--- config.mk ---
export PLATFORM = sky130hd
export DESIGN_NAME = mem_arbiter
export DESIGN_NICKNAME = d
export VERILOG_FILES = /design/src/rtl/cpu_types_pkg.sv /design/src/rtl/mem_arbiter.sv
export SDC_FILE = /design/constraint.sdc
export NUM_CORES = 1
export LEC_CHECK = 0
export CORE_UTILIZATION = 40
export DETAILED_ROUTE_END_ITERATION = 8
export GPL_ROUTABILITY_DRIVEN = 0
export PLACE_DENSITY = 0.81
export SETUP_SLACK_MARGIN = 0.3
export SYNTH_ARGS = -nofsm -noshare
export SYNTH_HDL_FRONTEND = slang
export SYNTH_SLANG_ARGS = --single-unit
--- constraint.sdc ---
create_clock -name CLK -period 1.39 [get_ports CLK]
set_input_delay 0.2085 -clock CLK [delete_from_list [all_inputs] [get_ports CLK]]
set_output_delay 0.2085 -clock CLK [all_outputs]
set_load 0.005 [all_outputs]
--- src/rtl/cpu_types_pkg.sv ---
// Shared CPU-side types: RAM handshake state, machine word, and the memory arbiter states.
package cpu_types_pkg;

  typedef logic [31:0] word_t;

  typedef enum logic [1:0] {
    FREE   = 2'd0,
    BUSY   = 2'd1,
    ACCESS = 2'd2,
    ERROR  = 2'd3
  } ramstate_t;

  typedef enum logic [2:0] {
    IDLE   = 3'd0,
    IFETCH = 3'd1,
    DREAD  = 3'd2,
    DWRITE = 3'd3,
    RESP   = 3'd4
  } arb_state_t;

endpackage

--- src/rtl/mem_arbiter.sv ---
// Single-ported RAM arbiter between instruction fetch and data load/store.
// Data wins by default; an aging counter forces a fetch after STARVE_MAX data grants.
//
//  state  | meaning
//  IDLE   | no access in flight; arbitration point
//  IFETCH | driving RAM read for fetch (drops back to IDLE if iREN goes away)
//  DREAD  | driving RAM read for a load
//  DWRITE | driving RAM write for a store
//  RESP   | one-cycle ack to the owner (iwait or dwait low)
module mem_arbiter
  import cpu_types_pkg::*;
#(
  parameter int ADDR_W     = 32,
  parameter int DATA_W     = 32,
  parameter int STARVE_MAX = 4
) (
  input  logic              CLK,
  input  logic              nRST,
  input  logic              iREN,
  input  logic [ADDR_W-1:0] iaddr,
  output logic              iwait,
  output logic [DATA_W-1:0] iload,
  input  logic              dREN,
  input  logic              dWEN,
  input  logic [ADDR_W-1:0] daddr,
  input  logic [DATA_W-1:0] dstore,
  output logic              dwait,
  output logic [DATA_W-1:0] dload,
  output logic              ramREN,
  output logic              ramWEN,
  output logic [ADDR_W-1:0] ramaddr,
  output logic [DATA_W-1:0] ramstore,
  input  logic [DATA_W-1:0] ramload,
  input  ramstate_t         ramstate
);

  localparam int CW = $clog2(STARVE_MAX + 1);
  localparam logic [CW-1:0] CNT_MAX = CW'(STARVE_MAX);

  arb_state_t        state, state_nx;
  logic              owner_i;
  logic [ADDR_W-1:0] addr_q;
  logic [DATA_W-1:0] store_q;
  logic [CW-1:0]     starve_cnt;
  logic              grant_i, grant_r, grant_w;

  always_comb begin
    state_nx = state;
    grant_i  = 1'b0;
    grant_r  = 1'b0;
    grant_w  = 1'b0;
    ramREN   = 1'b0;
    ramWEN   = 1'b0;
    ramaddr  = '0;
    ramstore = '0;
    case (state)
      IDLE: begin
        if (iREN && (starve_cnt == CNT_MAX)) grant_i = 1'b1;
        else if (dWEN)                       grant_w = 1'b1;
        else if (dREN)                       grant_r = 1'b1;
        else if (iREN)                       grant_i = 1'b1;
        if (grant_i)      state_nx = IFETCH;
        else if (grant_w) state_nx = DWRITE;
        else if (grant_r) state_nx = DREAD;
      end
      IFETCH: begin
        // A flushed fetch releases the RAM immediately and never acks.
        if (!iREN) begin
          state_nx = IDLE;
        end else begin
          ramREN   = 1'b1;
          ramaddr  = addr_q;
          ramstore = store_q;
          if (ramstate == ACCESS) state_nx = RESP;
        end
      end
      DREAD: begin
        ramREN   = 1'b1;
        ramaddr  = addr_q;
        ramstore = store_q;
        if (ramstate == ACCESS) state_nx = RESP;
      end
      DWRITE: begin
        ramWEN   = 1'b1;
        ramaddr  = addr_q;
        ramstore = store_q;
        if (ramstate == ACCESS) state_nx = RESP;
      end
      RESP:    state_nx = IDLE;
      default: state_nx = IDLE;
    endcase
  end

  always_ff @(posedge CLK) begin
    if (!nRST) begin
      state      <= IDLE;
      owner_i    <= 1'b0;
      addr_q     <= '0;
      store_q    <= '0;
      iload      <= '0;
      dload      <= '0;
      starve_cnt <= '0;
    end else begin
      state <= state_nx;
      if (grant_i) begin
        owner_i    <= 1'b1;
        addr_q     <= iaddr;
        starve_cnt <= '0;
      end
      if (grant_r || grant_w) begin
        owner_i <= 1'b0;
        addr_q  <= daddr;
        store_q <= dstore;
        if (iREN && (starve_cnt != CNT_MAX)) starve_cnt <= starve_cnt + 1'b1;
      end
      if ((state == IDLE) && !iREN) starve_cnt <= '0;
      if (ramstate == ACCESS) begin
        if ((state == IFETCH) && iREN) iload <= ramload;
        if (state == DREAD)            dload <= ramload;
      end
    end
  end

  assign iwait = !((state == RESP) && owner_i);
  assign dwait = !((state == RESP) && !owner_i);

  a_d_req_held: assert property (@(posedge CLK) disable iff (!nRST)
    ((state == DREAD) || (state == DWRITE)) |-> (dREN || dWEN));

endmodule

=== Word-level counts from Yosys, hierarchy flattened ===
Cells that the tools add are included.

* Add/sub/neg operators: 1
* Equality and inequality tests: 8
* Multiplexer cells: 32
* Bitwise operators: 1
* Reductions and logical operators: 18

{| class="wikitable"
|+ Operators with widths
! operator !! number
|-
| $mux W32 || 4
|-
| $pmux W32 S2 || 2
|-
| $mux W3 || 8
|-
| $mux W1 || 16
|-
| $pmux W3 S3 || 1
|-
| $eq A3 B2 Y1 const B || 2
|-
| $eq A3 B3 Y1 const B || 2
|-
| $logic_and A1 B1 Y1 || 6
|-
| $reduce_or A2 Y1 || 3
|-
| $logic_not A1 Y1 || 4
|-
| $ne A4 B4 Y1 const B || 1
|-
| $reduce_and A2 Y1 || 2
|-
| $add A3 B1 Y3 const B || 1
|-
| $eq A3 B1 Y1 const B || 1
|-
| $logic_not A3 Y1 || 1
|-
| $ne A3 B3 Y1 const B || 1
|-
| $eq A2 B2 Y1 const B || 1
|-
| $pmux W1 S2 || 1
|-
| $reduce_bool A2 Y1 || 1
|-
| $logic_or A1 B1 Y1 || 1
|-
| $not A1 Y1 || 1
|}

* Register bits: 135
* Input bits: 135
* Logic and storage cells: 67

=== Longest topological paths before layout ===
* Depth in word-level cells: 9
* Mapped depth: 8
* Gate-level depth less buffers: 5

=== Worst setup path after synthesis ===
Ideal clock, no wire load.

* Kind: register -> register
* Start: reg starve_cnt[0]
* End: reg addr_q[17]
* Setup time: 0.134 ns
* Data arrival time: 1.346 ns
* Setup slack: -0.090 ns
* Cell stages (with the launch flop): 8
* Path buffers: 2
* Cell sequence: dfxtp_1 -> inv_1 -> ha_1 -> nand3_2 -> buf_6 -> buf_6 -> a2111oi_2 -> nor4_1

* Word-level cells in the longest chain between the ends: 7
* Elaborated cells between the ends (all ways): 14

{| class="wikitable"
|+ RTL lines
! what !! RTL line !! RTL
|-
| from (decl) || mem_arbiter.sv:44 || <nowiki>logic [CW-1:0] starve_cnt;</nowiki>
|-
| from (signal assigned) || mem_arbiter.sv:114 || <nowiki>if (iREN && (starve_cnt != CNT_MAX)) starve_cnt <= starve_cnt + 1'b1;</nowiki>
|-
| $eq A3 B3 Y1 (*) || mem_arbiter.sv:58 || <nowiki>if (iREN && (starve_cnt == CNT_MAX)) grant_i = 1'b1;</nowiki>
|-
| $logic_and A1 B1 Y1 (*) || mem_arbiter.sv:58 ||
|-
| $mux W1 || mem_arbiter.sv:58 ||
|-
| $mux W1 (2 in series) || mem_arbiter.sv:56 || <nowiki>case (state)</nowiki>
|-
| $logic_or A1 B1 Y1 || mem_arbiter.sv:110 || <nowiki>if (grant_r || grant_w) begin</nowiki>
|-
| $mux W32 or $reduce_bool A2 Y1 (tied branches) || -- ||
|-
| to (signal assigned) || mem_arbiter.sv:107 || <nowiki>addr_q <= iaddr;</nowiki>
|-
| to (signal assigned) || mem_arbiter.sv:112 || <nowiki>addr_q <= daddr;</nowiki>
|-
| to (decl) || mem_arbiter.sv:42 || <nowiki>logic [ADDR_W-1:0] addr_q;</nowiki>
|}

Every way passes the cells marked *; elsewhere a longest branch is shown, timed or not. The select of a mux whose other input is x is not followed.
A chain may end at the register's enable or synchronous reset.

=== Worst setup path after layout ===
* Start: reg state[0]
* End: out ramaddr[11]

* Word-level cells in the longest chain between the ends: 3
* Elaborated cells between the ends (all ways): 5

{| class="wikitable"
|+ RTL lines
! what !! RTL line !! RTL
|-
| from (decl) || mem_arbiter.sv:40 || <nowiki>arb_state_t state, state_nx;</nowiki>
|-
| from (signal assigned) || mem_arbiter.sv:104 || <nowiki>state <= state_nx;</nowiki>
|-
| $eq A3 B2 Y1 || mem_arbiter.sv:56 ||
|-
| $reduce_or A2 Y1 (no line) || -- ||
|-
| $pmux W32 S2 (*) || mem_arbiter.sv:56 ||
|-
| to (decl) || mem_arbiter.sv:31 || <nowiki>output logic [ADDR_W-1:0] ramaddr,</nowiki>
|}

Every way passes the cells marked *; elsewhere a longest branch is shown, timed or not.

==> metrics.md <==
| Metric | Value |
|---|---|
| Initial Util | `41.4%` |
| Slew margin rel. | `between 60 and 70%` |
| Register-to-Register Path Depth | `6` |
| Leakage | `around 4.5 nW` |
| Setup TNS | `-64900 ps` |
| Synth warn | `0` |
| Status | `finished with violations` |
| Vias | `between 8k and 9k` |
| Die area | `roughly 17000 um2` |
| CTS buffer count | `17` |
| I/O Buffers | `roughly 270` |
| Layout Nets | `roughly 1.2k` |
| Failing checks | `setup timing` |
| Post-Syn Area per Cell | `between 8 and 9 um2` |
| Max cap viols | `0` |
| RSZ-0062 raised after global routing | `true` |
| Initial antenna violation count | `1` |
| Commonest non-fill, non-tap cell in the layout | `clkdlybuf4s50_1` |
| Final ANT Viol Nets | `0` |
| Fmax | `around 0.50 GHz` |
| Post-layout util | `about four fifths` |
| Worst-Skew Late Latency | `between 400 and 500 ps` |
| CTS Buffer Depth | `2` |
| Commonest non-fill, non-tap cells in the layout | `186 x clkdlybuf4s50_1, 126 x dfxtp_1, 123 x a21oi_1` |
| Worst-path clk slew | `60 ps` |
| Vias in the first global route | `7284` |
| Post-synthesis cell type count | `between 40 and 50` |
| Kind of critical path | `reg2out` |
| Initial DRC Count | `roughly 600` |
| GRT Overall Usage | `between 20 and 30%` |
| Drt wl/cell | `approximately 24 um` |
| Largest net degree at the start of global routing | `38` |
| Max Clock Skew | `between 7 and 8 ps` |
| CTS Root Cell | `clkbuf_16` |
| CTS tree | `done` |
| Crit Path Max Fanout | `8` |
| DRC Markers | `0` |
| Setup crit end kind | `primary output` |
| Minimum clock period | `roughly 2000 ps` |
| Worst vdd ir | `around 0.00093 V` |
| Worst r2r src | `state[0]` |
| Clk sinks | `135` |
| Ys async rst share | `0%` |
| Finished Layout Cells | `~1.3k` |
| Gr ovfl total | `0` |
| Ratio of final minimum period to clock period | `144%` |
| Synthesized area | `~6600 um2` |
| CP Launch Type | `register` |
| Hold EP | `store_q[0]` |
| Sequential share of the synthesized area | `between 40% and 50%` |
| Slew @ Worst Pin | `451 ps` |
| Final wirelength | `between 30000 and 40000 um` |
| Max H-tree Level | `4` |
| Cells after Synth | `around 770` |
| Detailed placement HPWL | `roughly 16000 um` |
| Inst Count DP | `approximately 1.2k` |
| Register-to-register setup slack | `-440 ps` |
| Slew Limit Fails | `0` |
| Global-route wire length before repair | `38200 um` |
| Final setup fails | `between 200 and 250` |
| Reg2reg end | `addr_q[15]` |
| Core Rows | `46` |
| Cts hold-fix bufs | `0` |
| Die extent in y | `~130 um` |
| Setup WS post-layout | `-612 ps` |
| Synth Register Bits | `about 140` |
| Layout area overhead | `97.0%` |
| Top FF cell, synth | `dfxtp_1` |
| Worst EP arrival | `between 1500 and 2000 ps` |
| EDFF count, synth | `0` |
| Num ports | `approximately 270` |
| Final Hold Viols | `0` |
| Hold Crit Depth | `3` |
| Hold path start | `dstore[0]` |
| Core Area | `between 15000 and 20000 um2` |
| Drt pass-1 iters | `5` |
| Via/cell ratio | `around 6.2` |
| Layout cells sized above 1 | `roughly two fifths` |
| PwrDens | `1060 nW/um2` |
| Critical Path RT | `1180 ps` |
| Die width | `131 um` |
| Syn nets | `approximately 910` |
| Worst hold path type | `in2reg` |
routing by layer:
layer / vias to the layer above / GRT usage, % / wire [um]
li1: 3528 / - / -
met1: 3975 / 35.4 / 12300
met2: 477 / 46.0 / 15200
met3: 144 / 7.57 / 2610
met4: 0 / 15.6 / 1710
met5: - / 0 / 0
logic make-up (layout without fill, tap and decap cells):
logic type	count (synthesis)	after routing	share of synthesized area [%]
compound gates	266	266	26.4
simple gates	258	262	23.8
flops	135	135	40.8
buf+inv	107	420	8.71
other cells	0	1	0
fa+ha+maj	2	2	0.378
area by class of cell:
class	instances	area, um2
clock buffers	19	453
fillers	850	2950
multi-input cells	530	4980
clock inverters	13	144
flip-flops and latches	135	2720
repair buffers	383	4460
well taps	216	270
diodes	1	2.50
inverters	5	22.5
synthesized netlist by cell type (2+ instances only):
cell / n / share of area (%)
dfxtp_1: 135 / 41
a21oi_1: 133 / 10
nand3_1: 67 / 5.1
and2_1: 65 / 6.1
nor4_1: 64 / 6.0
o21ai_0: 56 / 4.2
clkbuf_1: 46 / 2.6
nand4_1: 34 / 3.2
a2111oi_2: 32 / 7.3
buf_2: 32 / 2.4
o31ai_1: 32 / 3.6
buf_6: 14 / 2.4
o21ai_1: 8 / 0.60
buf_4: 7 / 0.79
clkbuf_2: 3 / 0.23
inv_1: 3 / 0.17
nand2_1: 3 / 0.17
nand3b_1: 3 / 0.34
or3_1: 3 / 0.28
clkinv_1: 2 / 0.11
ha_1: 2 / 0.38
nor2_1: 2 / 0.11
nor2_2: 2 / 0.19
nor3_4: 2 / 0.49
nor3b_2: 2 / 0.38
worst max path at each step:
| stage | endpoint | start | cells after the start |
|---|---|---|---|
| 2_1_floorplan | addr_q[1] | state[1] | 5 |
| 3_3_place_gp | ramaddr[4] | iREN | 6 |
| 3_5_place_dp | ramaddr[21] | iREN | 6 |
| 4_1_cts | ramaddr[8] | state[0] | 5 |
| 5_1_grt | ramaddr[11] | state[0] | 7 |
| 6_report | ramaddr[11] | state[0] | 7 |
flip-flops by register name, summed over array words and instances, names as in the netlist:
register,count
iload,32
state,3
owner_i,1
store_q,32
starve_cnt,3
addr_q,32
dload,32
through the flow:
stage | area (um2) | setup slack, ps | hold WS [ps] | power [mW]
5_1_grt | 13100 | -667 | 362 | 14.2
4_1_cts | 11100 | -704 | 337 | 12.0
6_report | 13100 | -612 | 362 | 13.9
3_5_place_dp | 10200 | -737 | 457 | 7.16
3_3_place_gp | 10200 | -670 | 447 | 7.08
2_1_floorplan | 7030 | -15.9 | 336 | 5.87
critical path: stages, from the launching register on:
cell       delay [ps]
dfxtp_4           380
a21oi_4            70
nor2_4            230
buf_6             140
buf_12            130
clkbuf_16         170
and2_4            150
buf_6              90
power breakdown:
part / total [mW] / switching [mW] / internal [mW]
Clock: 4.67 / 1.91 / 2.76
Combinational: 4.78 / 2.28 / 2.50
Sequential: 4.40 / 0.239 / 4.16
Total: 13.9 / 4.43 / 9.42
what timing repair did:
item,in CTS,in global routing
endpoints found under the setup margin,267,267
resized for setup,98,533
cloned,4,25
hold endpoints to repair,0,0
pin swaps,2,113
setup buffers,4,22
No activity file was read; power rests on OpenSTA's default activity.
